File: src/rtl/lfsr_seq_pkg.sv
// Shared definitions for the LFSR sequencer.
//   seq_state_t     : sequencer FSM states
//   LFSR_WIDTH      : default LFSR length
//   LFSR_TAPS       : default feedback mask (x^6 + x^5 + 1, period 63)
//   LFSR_RESET_SEED : default post-reset LFSR state (nonzero)
package lfsr_seq_pkg;

    typedef enum logic [1:0] {
        IDLE = 2'd0,
        RUN  = 2'd1,
        DONE = 2'd2
    } seq_state_t;

    localparam int             LFSR_WIDTH      = 6;
    localparam logic [LFSR_WIDTH-1:0] LFSR_TAPS       = 6'b110000;
    localparam logic [LFSR_WIDTH-1:0] LFSR_RESET_SEED = 6'b000001;

endpackage

File: src/rtl/lfsr_core.sv
// Fibonacci LFSR register with load and step controls.
//   clk      : clock, posedge
//   reset    : synchronous active-high; state <= RESET_SEED
//   load     : load load_val (priority over step)
//   load_val : value to load
//   step     : advance one position
//   state    : current register, s[0] newest, s[WIDTH-1] oldest
//   bit_out  : bit emitted by the next step (oldest bit)
module lfsr_core #(
    parameter int               WIDTH      = 6,
    parameter logic [WIDTH-1:0] TAPS       = 6'b110000,
    parameter logic [WIDTH-1:0] RESET_SEED = 6'b000001
) (
    input  logic             clk,
    input  logic             reset,
    input  logic             load,
    input  logic [WIDTH-1:0] load_val,
    input  logic             step,
    output logic [WIDTH-1:0] state,
    output logic             bit_out
);

    logic feedback;

    assign feedback = ^(state & TAPS);
    assign bit_out  = state[WIDTH-1];

    always_ff @(posedge clk) begin
        if (reset) begin
            state <= RESET_SEED;
        end else if (load) begin
            state <= load_val;
        end else if (step) begin
            state <= {state[WIDTH-2:0], feedback};
        end
    end

endmodule

File: src/rtl/lfsr_sequencer.sv
// On-demand LFSR bit-burst generator.
// A client loads a seed (IDLE only), then requests 1..OUT_W bits. The LFSR
// is stepped exactly that many times, the emitted bits are packed LSB-first
// into out_data and returned over a valid/ready handshake. The LFSR is frozen
// between requests so sequences are reproducible.
//   clk, reset  : clock / synchronous active-high reset
//   seed_load   : load seed (IDLE only, zero seed rejected)
//   seed        : seed value
//   req         : request a burst (IDLE only, loses to seed_load)
//   req_len     : burst length, 0 means OUT_W
//   out_valid   : result available (DONE)
//   out_ready   : consumer accepts result
//   out_data    : packed bits, first generated bit in bit 0
//   busy        : state != IDLE
//   seed_err    : one-cycle pulse after a zero seed was rejected
//   lfsr_state  : current LFSR register (debug)
module lfsr_sequencer
    import lfsr_seq_pkg::*;
#(
    parameter int               WIDTH      = LFSR_WIDTH,
    parameter logic [WIDTH-1:0] TAPS       = LFSR_TAPS,
    parameter logic [WIDTH-1:0] RESET_SEED = LFSR_RESET_SEED,
    parameter int               OUT_W      = 8
) (
    input  logic                         clk,
    input  logic                         reset,
    input  logic                         seed_load,
    input  logic [WIDTH-1:0]             seed,
    input  logic                         req,
    input  logic [$clog2(OUT_W+1)-1:0]   req_len,
    output logic                         out_valid,
    input  logic                         out_ready,
    output logic [OUT_W-1:0]             out_data,
    output logic                         busy,
    output logic                         seed_err,
    output logic [WIDTH-1:0]             lfsr_state
);

    localparam int LEN_W = $clog2(OUT_W+1);

    seq_state_t        state_q, state_d;
    logic [LEN_W-1:0]  len_q;
    logic [LEN_W-1:0]  cnt_q;
    logic [OUT_W-1:0]  data_q;
    logic              err_q;

    logic              lfsr_load;
    logic              lfsr_step;
    logic              lfsr_bit;
    logic              seed_zero;
    logic              req_take;
    logic              last_step;

    assign seed_zero = (seed == '0);
    assign lfsr_load = (state_q == IDLE) && seed_load && !seed_zero;
    assign lfsr_step = (state_q == RUN);
    assign req_take  = (state_q == IDLE) && !seed_load && req;
    assign last_step = (cnt_q == len_q - LEN_W'(1));

    lfsr_core #(
        .WIDTH      (WIDTH),
        .TAPS       (TAPS),
        .RESET_SEED (RESET_SEED)
    ) u_core (
        .clk      (clk),
        .reset    (reset),
        .load     (lfsr_load),
        .load_val (seed),
        .step     (lfsr_step),
        .state    (lfsr_state),
        .bit_out  (lfsr_bit)
    );

    always_comb begin
        state_d = state_q;
        case (state_q)
            IDLE:    if (req_take) state_d = RUN;
            RUN:     if (last_step) state_d = DONE;
            DONE:    if (out_ready) state_d = IDLE;
            default: state_d = IDLE;
        endcase
    end

    always_ff @(posedge clk) begin
        if (reset) begin
            state_q <= IDLE;
            len_q   <= '0;
            cnt_q   <= '0;
            data_q  <= '0;
            err_q   <= 1'b0;
        end else begin
            state_q <= state_d;
            err_q   <= (state_q == IDLE) && seed_load && seed_zero;
            if (req_take) begin
                // 0 (and any out-of-range code) selects a full OUT_W burst
                if (req_len == '0 || req_len > LEN_W'(OUT_W))
                    len_q <= LEN_W'(OUT_W);
                else
                    len_q <= req_len;
                cnt_q  <= '0;
                data_q <= '0;
            end else if (state_q == RUN) begin
                // shift-based insert keeps the bit position at cnt without a
                // narrow index into data_q
                data_q <= data_q | ({{(OUT_W-1){1'b0}}, lfsr_bit} << cnt_q);
                cnt_q  <= cnt_q + LEN_W'(1);
            end
        end
    end

    assign out_valid = (state_q == DONE);
    assign busy      = (state_q != IDLE);
    assign out_data  = data_q;
    assign seed_err  = err_q;

endmodule

File: config.mk
export PLATFORM = sky130hd
export DESIGN_NAME = lfsr_sequencer
export DESIGN_NICKNAME = d
export VERILOG_FILES = /design/src/rtl/lfsr_seq_pkg.sv /design/src/rtl/lfsr_core.sv /design/src/rtl/lfsr_sequencer.sv
export SDC_FILE = /design/constraint.sdc
export NUM_CORES = 1
export LEC_CHECK = 0
export ABC_AREA = 1
export BUFFER_PORTS_ARGS = -buffer_cell sky130_fd_sc_hd__buf_4
export CAP_MARGIN = 20
export CORE_MARGIN = 10
export CORE_UTILIZATION = 26
export DETAILED_ROUTE_END_ITERATION = 7
export PLACE_DENSITY_LB_ADDON = 0.08
export SYNTH_ARGS = -nofsm -noshare
export SYNTH_HDL_FRONTEND = slang
export SYNTH_SLANG_ARGS = --single-unit
File: constraint.sdc
create_clock -name clk -period 1.75 [get_ports clk]
set_clock_uncertainty 0.1 [all_clocks]
set_input_delay 0.175 -clock clk [delete_from_list [all_inputs] [get_ports clk]]
set_output_delay 0.175 -clock clk [all_outputs]
set_load 0.1 [all_outputs]
== Word-level counts from Yosys, hierarchy flattened ==
Index checks and enable logic that the tools add are counted.

* Flip-flop bits (word level): 25
* Input port bits: 15
* Output and inout bits: 17
* Word-level logic and storage cells: 40

* Add/subtract/negate cells: 2
* Magnitude comparators: 1
* Eq/ne operators: 6
* Shifts and indexed selects: 1
* Muxes and demuxes: 7
* Bitwise logic cells: 1
* Reductions and logical operators: 16

{| class="wikitable"
|+ Operator list
! kind !! count
|-
| $mux W6 || 2
|-
| $or A8 B8 Y8 || 1
|-
| $shl A1 B4 Y8 || 1
|-
| $logic_not A6 Y1 || 1
|-
| $mux W2 || 3
|-
| $pmux W2 S3 || 1
|-
| $reduce_xor A6 Y1 || 1
|-
| $logic_and A1 B1 Y1 || 5
|-
| $add A4 B1 Y4 const B || 1
|-
| $eq A4 B4 Y1 || 1
|-
| $gt A4 B4 Y1 const B || 1
|-
| $logic_not A4 Y1 || 1
|-
| $mux W4 || 1
|-
| $ne A2 B1 Y1 const B || 2
|-
| $reduce_bool A2 Y1 || 2
|-
| $sub A4 B1 Y4 const B || 1
|-
| $reduce_and A3 Y1 || 1
|-
| $eq A2 B1 Y1 const B || 1
|-
| $eq A2 B2 Y1 const B || 1
|-
| $logic_not A1 Y1 || 2
|-
| $logic_not A2 Y1 || 1
|-
| $ne A2 B2 Y1 const B || 1
|-
| $reduce_or A2 Y1 || 1
|-
| $logic_or A1 B1 Y1 || 1
|}

== Depth between registers and ports, before layout ==
Gate-level depths: netlist of run 1.

* Depth in word-level cells: 5
* Depth in mapped cells: 11
* Gate-level depth less buffers: 11

== Hierarchy ==
A second synthesis of run 1 with hierarchy kept.

* Cell total of the unflattened synthesis: 178
* Area total of the unflattened synthesis: 1,236.2 um2

{| class="wikitable"
|+ Modules (own cells, without submodules)
! module !! times used !! cells an instance !! area each (um2) !! seq. area each (um2)
|-
| lfsr_sequencer || 1 || 130 || 917.1 || 380.4
|-
| lfsr_core || 1 || 48 || 319.1 || 120.1
|}

== Worst setup path after synthesis of run 1 ==
No wires, ideal clock.

* Path kind: flip-flop to flip-flop
* Start: reg state_q[1]
* End: reg state_q[1]
* Setup time: 0.064 ns
* Arrival: 2.045 ns
* Required time: 1.586 ns
* Path slack: -0.459 ns
* Cell stages (with the launch flop): 7
* Path buffers: 0
* Period minus slack after synthesis: 2.209 ns
* Cells stage by stage: dfxtp_1 -> inv_1 -> nor2_1 -> inv_1 -> o21ai_0 -> nand2_1 -> nor2_1

* Elaborated cells on any way between the ends: 10
* Those cells by class: eq/ne: 5; mux: 1; reduce/logical: 4

{| class="wikitable"
|+ RTL lines
! item !! line !! source
|-
| start: declaration || lfsr_sequencer.sv:41 || <nowiki>seq_state_t state_q, state_d;</nowiki>
|-
| start signal: assignment || lfsr_sequencer.sv:92 || <nowiki>state_q <= state_d;</nowiki>
|-
| $eq A2 B2 Y1 (*) || - ||
|-
| named net out_valid || lfsr_sequencer.sv:31 || <nowiki>output logic out_valid,</nowiki>
|-
| $ne A2 B1 Y1 (no source line) || - ||
|-
| $reduce_and A3 Y1 (no source line) || - ||
|}

Mark *: on every way through the listed nets, which the timed path passes. The rest lies on a longest branch.
A chain may end at the register's enable or synchronous reset.

== Final worst setup path of run 1 ==
* Start: reg len_q[0]
* End: reg state_q[1]

* Word-level cells in the longest chain between the ends: 4

{| class="wikitable"
|+ Ends and longest elaborated chain
! item !! line !! source
|-
| start: declaration || lfsr_sequencer.sv:42 || <nowiki>logic [LEN_W-1:0] len_q;</nowiki>
|-
| start signal: assignment || lfsr_sequencer.sv:97 || <nowiki>len_q <= LEN_W'(OUT_W);</nowiki>
|-
| start signal: assignment || lfsr_sequencer.sv:99 || <nowiki>len_q <= req_len;</nowiki>
|-
| $sub A4 B1 Y4 || lfsr_sequencer.sv:58 || <nowiki>assign last_step = (cnt_q == len_q - LEN_W'(1));</nowiki>
|-
| $eq A4 B4 Y1 || lfsr_sequencer.sv:58 ||
|-
| $ne A2 B1 Y1 (no source line) || - ||
|-
| $reduce_and A3 Y1 (no source line) || - ||
|}

No other way between the ends.

==> results_dict.tcl, run 1 <==
set metrics [dict create \
    drt_iter0_drc 46 \
    ys_top_cells_by_count "38 x nand2_1, 25 x dfxtp_1, 24 x nor2_1" \
    cts_sinks 25 \
    status "finished clean" \
    tns_ps 0 \
    synth_top_area_cell "dfxtp_1" \
    async_reset_ff_share_pct 0 \
    post_cts_buffers 0 \
    viasPerCell 4.69 \
    start_util_pct 27.5 \
    fp-row-count 24 \
    synth_fp_nets 192 \
    cts_resized 0 \
    clockPowerShare_pct 25.7 \
    cap_viol_max_count 0 \
    criticalPathCategory "flop to flop" \
    num_vias 1228 \
    drc 0 \
    worst_hold_slack_ps 19.5 \
    groute.usage.overall_pct 8.99 \
    gp_congestion 0.870 \
    synth-seq-cells 25 \
    critPathMaxFanout 4 \
    fp.coreArea_sq_mm 0.00444 \
    fillers 500 \
    path_cells "inv_1 > ha_1 > nand2_1 > inv_1 > nor2_1 > nand2_1 > nor2_1 > nand2_1 > nand2_1 > nand2_1 > nor2_1" \
    syn_area_per_cell_sq_um 6.98 \
    dieWidth_um 88.5 \
    wl_per_cell_um 12.9 \
    start_kind "flop" \
    synthToLayoutAreaGrowth_pct 28.2 \
    switching_share_pct 36.6 \
    cts_tree "done" \
    hold_viol 0 \
    synth_edf_count 0 \
    p_leak_nw 0.715 \
    finalCritPeriodShare_pct 86.9 \
    power_frac_comb_pct 29.0 \
    io_pins 32 \
    first_pass_iters 4 \
    antenna-diode-count 0 \
    crit_family "simple AND/OR/NAND/NOR gates" \
    finalPower_w 0.00138 \
    p_sw_w 0.000505 \
    vdd_drop_max_mv 0.361 \
    drt-total-wl_um 3390 \
    path_clk_slew_ps 90 \
    place_area_sq_mm 0.00152 \
    fin_area_sq_mm 0.00157 \
    cts-root-buf "clkbuf_8" \
    rsz0062_at_grt "no" \
    cpPeakStageDelay_ps 360 \
    htreeDepth 1 \
    port_buffers 31 \
    utilization_pct 35.2 \
    antenna_found_initial 0 \
    tightest_slew_ps 383 \
    clock.fmax_ghz 0.657 \
    ant_nets 0 \
    die_area_sq_mm 0.00784 \
    worst-path-buf-inv 2 \
    syn_area_sq_mm 0.00122 \
    yosysWarnings 0 \
    synth_cell_types 29 \
    setup_violations 0 \
    min_period_ps 1520 \
    synth.area.top_cells "dfxtp_1 41%, nand2_1 12%, nor2_1 7.4%" \
    ys_seq_area_share_pct 41.0 \
    required_ps 1870 \
    synthCells 175 \
    cp.arrival_ps 1640 \
    grt_max_degree 16 \
    cpMostUsedCell "nand2_1" \
    die_h_um 88.5 \
    final_nets 228 \
    holdBufCountCts 0 \
    cts_buffer_depth 2 \
    synth.most_common_cell "nand2_1" \
    maxSlewHeadroom_pct 74.3 \
    slew_viol_final 0 \
    ys.flop_type "dfxtp_1" \
    numCtsBuffers 3 \
    grt_pass1_vias 1204 \
    hpwl_um 2660 \
    drive_gt1_share_pct 22.9 \
    worst_path_max_delay_cell "dfxtp_1" \
    end_kind "flop" \
    seqPwrFrac_pct 45.4 \
    grt_first_pass_wirelength_um 5580 \
    power.internal_w 0.000873 \
    synth_top_cell_area_share_pct 41.0 \
    gr-total-overflow 0 \
    hold_class "primary input to flop" \
    power_density_mw_per_mm2 880 \
    insertion_delay_ps 270 \
]
-- layout make-up --
class | count | area (sq um) | share of cell area [%]
clock buffers | 3 | 41.3 | 2.64
clock inverters | 1 | 7.51 | 0.480
inverters | 21 | 78.8 | 5.04
multi-input cells | 124 | 602 | 38.4
flip-flops and latches | 25 | 500 | 32.0
well taps | 52 | 65.1 | 4.16
repair buffers | 36 | 270 | 17.3
-- per-stage QoR --
stage               instances  worst slack (ps)
finish                    262               229
global placement          258               320
CTS                       262               235
global route              262              49.6
detailed placement        258               263
floorplan                 175              40.6
-- state kept, by name, summed over array words and instances, names as in the netlist --
signal        cells
seed_err          1
out_data          8
u_core.state      6
cnt_q             4
state_q           2
len_q             4
-- path summary, 6_finish.rpt --
| path | startpoint | end | slack, ps | depth (start not counted) |
|---|---|---|---|---|
| setup / recovery | len_q[0] | state_q[1] | 230 | 11 |
| hold / removal | reset | state_q[0] | 20 | 2 |
| setup reg to reg | len_q[0] | state_q[1] | 230 | 11 |
| hold reg to reg | out_data[3] | out_data[3] | 350 | 2 |
-- cells in the final DEF, fill, tap and decap left out --
cell        synthesis  layout
or2_2               2       2
nor3_1              6       6
inv_2               1       1
dfxtp_1            25      25
nand4_1             2       2
o21ai_0             4       4
nand3b_1            1       1
a21oi_1            15      15
nand2_1            38      38
nor2_1             24      23
nor2_4              1       1
a211oi_1            1       1
buf_4               2      36
nand3_1            15      15
ha_1                2       2
a22oi_1             1       1
o22ai_1             2       2
and3_1              1       1
inv_1              20      20
o21a_1              1       1
clkinvlp_4          0       1
a21boi_0            1       1
nand2_2             2       2
xor2_1              1       1
nor2_2              1       2
xnor2_1             1       1
or2_0               1       1
nor4_1              1       1
clkbuf_8            0       3
-- per-layer routing --
metal	part of all wire, %	vias to the layer above	global-route usage (%)
met2	44	31	14.8
met3	8.3	2	3.77
li1	-	634	-
met1	47	561	10.3
met4	0.62	0	3.08
met5	0	-	0
-- cell families (layout without fill, tap and decap cells) --
logic type,Yosys count,in the layout,share of synthesized area [%]
and+or+nand+nor,95,95,34.3
buffers and inverters,26,61,9.94
AOI/OAI and AO/OA,25,25,11.3
DFF,25,25,41.0
xor gates and xnor gates,2,2,1.43
adders and majority gates,2,2,2.05
-- worst register-to-register path, stage by stage, from the launching register on --
cell	delay, ps
dfxtp_1	360
inv_1	90
ha_1	320
nand2_1	80
inv_1	40
nor2_1	80
nand2_1	50
nor2_1	90
nand2_1	50
nand2_1	70
nand2_1	50
nor2_1	80
-- power groups by stage --
stage          sequential [W]  combinational, W  clock (W)
2_1_floorplan        0.000732          0.000205          0
3_3_place_gp         0.000639          0.000397          0
3_5_place_dp         0.000639          0.000401          0
4_1_cts              0.000626          0.000403   0.000374
5_1_grt              0.000631          0.000438   0.000396
6_report             0.000625          0.000399   0.000354
Power figures use the tool's default switching activity.
==> inputs of run 2 (changes only) <==
--- a/config.mk
+++ b/config.mk
@@ -12,6 +12,7 @@
 export CORE_UTILIZATION = 26
 export DETAILED_ROUTE_END_ITERATION = 7
 export PLACE_DENSITY_LB_ADDON = 0.08
+export SKIP_LAST_GASP = 1
 export SYNTH_ARGS = -nofsm -noshare
 export SYNTH_HDL_FRONTEND = slang
 export SYNTH_SLANG_ARGS = --single-unit
==> constraint.sdc (replaced) <==
create_clock -name clk -period 1.35 [get_ports clk]
set_clock_uncertainty 0.1 [all_clocks]
set_input_delay 0.135 -clock clk [delete_from_list [all_inputs] [get_ports clk]]
set_output_delay 0.135 -clock clk [all_outputs]
set_load 0.1 [all_outputs]
==> results_dict.tcl, run 2 (synthesis results as in run 1) <==
set metrics [dict create \
    status "complete, but fails checks" \
    violations "setup timing" \
    grt_max_degree 16 \
    utilization_pct 39.8 \
    groute.usage.overall_pct 9.29 \
    p_leak_nw 0.803 \
    hold_viol 0 \
    drive_gt1_share_pct 35.1 \
    cts_buffer_depth 2 \
    largest_reg_flops 8 \
    post_cts_buffers 0 \
    cpPeakStageDelay_ps 340 \
    cpMostUsedCell "nand2_1" \
    drc 0 \
    reg2reg_depth 11 \
    viasPerCell 4.53 \
    layout_common_cells "46 x buf_4, 37 x nand2_1, 22 x nor2_1" \
    wl_per_cell_um 12.3 \
    synthToLayoutAreaGrowth_pct 45.0 \
    gp_congestion 0.858 \
    r2r_setup_slack_ps -10 \
    insertion_delay_ps 270 \
    path_cells "inv_2 > ha_4 > nand2_1 > inv_1 > nor2_1 > nand2_1 > nor2_1 > nand2_1 > nand2_1 > nand2_1 > nor2_1" \
    grt_pass1_vias 1247 \
    start_util_pct 27.5 \
    power_density_mw_per_mm2 1050 \
    final_nets 243 \
    die_h_um 88.5 \
    multi_input_area_sq_um 646 \
    tightest_slew_ps 282 \
    drt_iter0_drc 44 \
    required_ps 1460 \
    antenna-diode-count 0 \
    final_common_cell "buf_4" \
    finalPower_w 0.00187 \
    setup_violations 1 \
    dieWidth_um 88.5 \
    htreeDepth 1 \
    first_pass_iters 4 \
    fp-row-count 24 \
    slew_viol_final 0 \
    cap_viol_max_count 0 \
    cts_tree "done" \
    io_pins 32 \
    clock.fmax_ghz 0.734 \
    end_kind "flop" \
    crit-reg2reg-launch "len_q[0]" \
    maxSlewHeadroom_pct 81.4 \
    ant_nets 0 \
    cts_sinks 25 \
    numCtsBuffers 3 \
    gr-total-overflow 0 \
    reg2reg_to "state_q[1]" \
    min_period_ps 1360 \
    cp.arrival_ps 1470 \
    cts-root-buf "clkbuf_8" \
    hold_class "primary input to flop" \
    critPathMaxFanout 2 \
    vdd_drop_max_mv 0.560 \
    worstHoldStart "seed[3]" \
    drt-total-wl_um 3400 \
    worst_hold_slack_ps 8.59 \
    worst_path_max_delay_cell "dfxtp_2" \
    finalCritPeriodShare_pct 101 \
    num_vias 1256 \
    grt_first_pass_wirelength_um 5870 \
    seq_area_sq_um 512 \
    antenna_found_initial 0 \
    port_buffers 31 \
    fillers 485 \
    hpwl_um 2700 \
    criticalPathCategory "flop to flop" \
    min_path_cells 3 \
    rsz0062_at_grt "yes" \
    hold_end "u_core.state[3]" \
    path_clk_slew_ps 90 \
    start_kind "flop" \
    fp.coreArea_sq_mm 0.00444 \
    die_area_sq_mm 0.00784 \
    layout_setup_ws_ps -12.5 \
]
## run 2: cell count changes in the layout (fill, tap and decap cells not counted), moves of 2 or more
cell / before / now
buf_12: 0 / 2
nor3_1: 6 / 3
dfxtp_2: 0 / 9
buf_6: 0 / 2
buf_4: 36 / 46
inv_1: 20 / 18
nor3_2: 0 / 2
dfxtp_1: 25 / 16
## run 2: worst max-delay path by stage
stage	slack, ps	endpoint	start
2_1_floorplan	-60	u_core.state[2]	state_q[0]
3_3_place_gp	-30	u_core.state[2]	state_q[0]
3_5_place_dp	-60	state_q[1]	len_q[0]
4_1_cts	-40	out_valid	state_q[1]
5_1_grt	-110	state_q[1]	len_q[0]
6_report	-10	state_q[1]	len_q[0]
## run 2: critical path, delay by kind of cell (launching register included)
family | cells | cell delay (ps)
simple gates | 8 | 540
flops | 1 | 340
fa+ha+maj | 1 | 230
buf+inv | 2 | 80
## run 2: per-layer routing
| layer | routed length (um) | global-route usage (%) | share of wire (%) | vias to the layer above |
|---|---|---|---|---|
| met1 | 1620 | 11.0 | 47 | 566 |
| met3 | 234 | 3.77 | 6.9 | 2 |
| met2 | 1530 | 15.5 | 45 | 25 |
| met5 | 0 | 0 | 0 | - |
| li1 | - | - | - | 663 |
| met4 | 21 | 1.76 | 0.62 | 0 |
## run 2: repair_timing
item	4_1_cts	5_1_grt
gates resized for setup	5	12
endpoints found under the hold margin	6	0
hold buffers	1	0
endpoints found under the setup margin	11	27
pin swaps	1	3
## run 2: layout make-up
| class | count | share of cell area, % |
|---|---|---|
| flip-flops and latches | 25 | 28.9 |
| inverters | 21 | 4.59 |
| clock inverters | 1 | 0.424 |
| repair buffers | 51 | 23.6 |
| well taps | 52 | 3.67 |
| clock buffers | 3 | 2.33 |
| multi-input cells | 124 | 36.5 |
## run 2: through the flow
stage                     setup WS, ps  area (sq um)  instances  setup TNS [ps]
final                            -12.5          1770        277           -12.5
after global placement           -27.3          1650        272            -133
after floorplan                  -63.3          1240        175            -211
after global routing              -109          1770        277            -972
after CTS                        -35.9          1730        277           -40.3
after detailed placement         -57.7          1650        272            -273
## run 2: power by group
part	switching [W]	internal, W
Sequential	0.0000356	0.000779
Combinational	0.000388	0.000209
Clock	0.000244	0.000209
Total	0.000668	0.00120
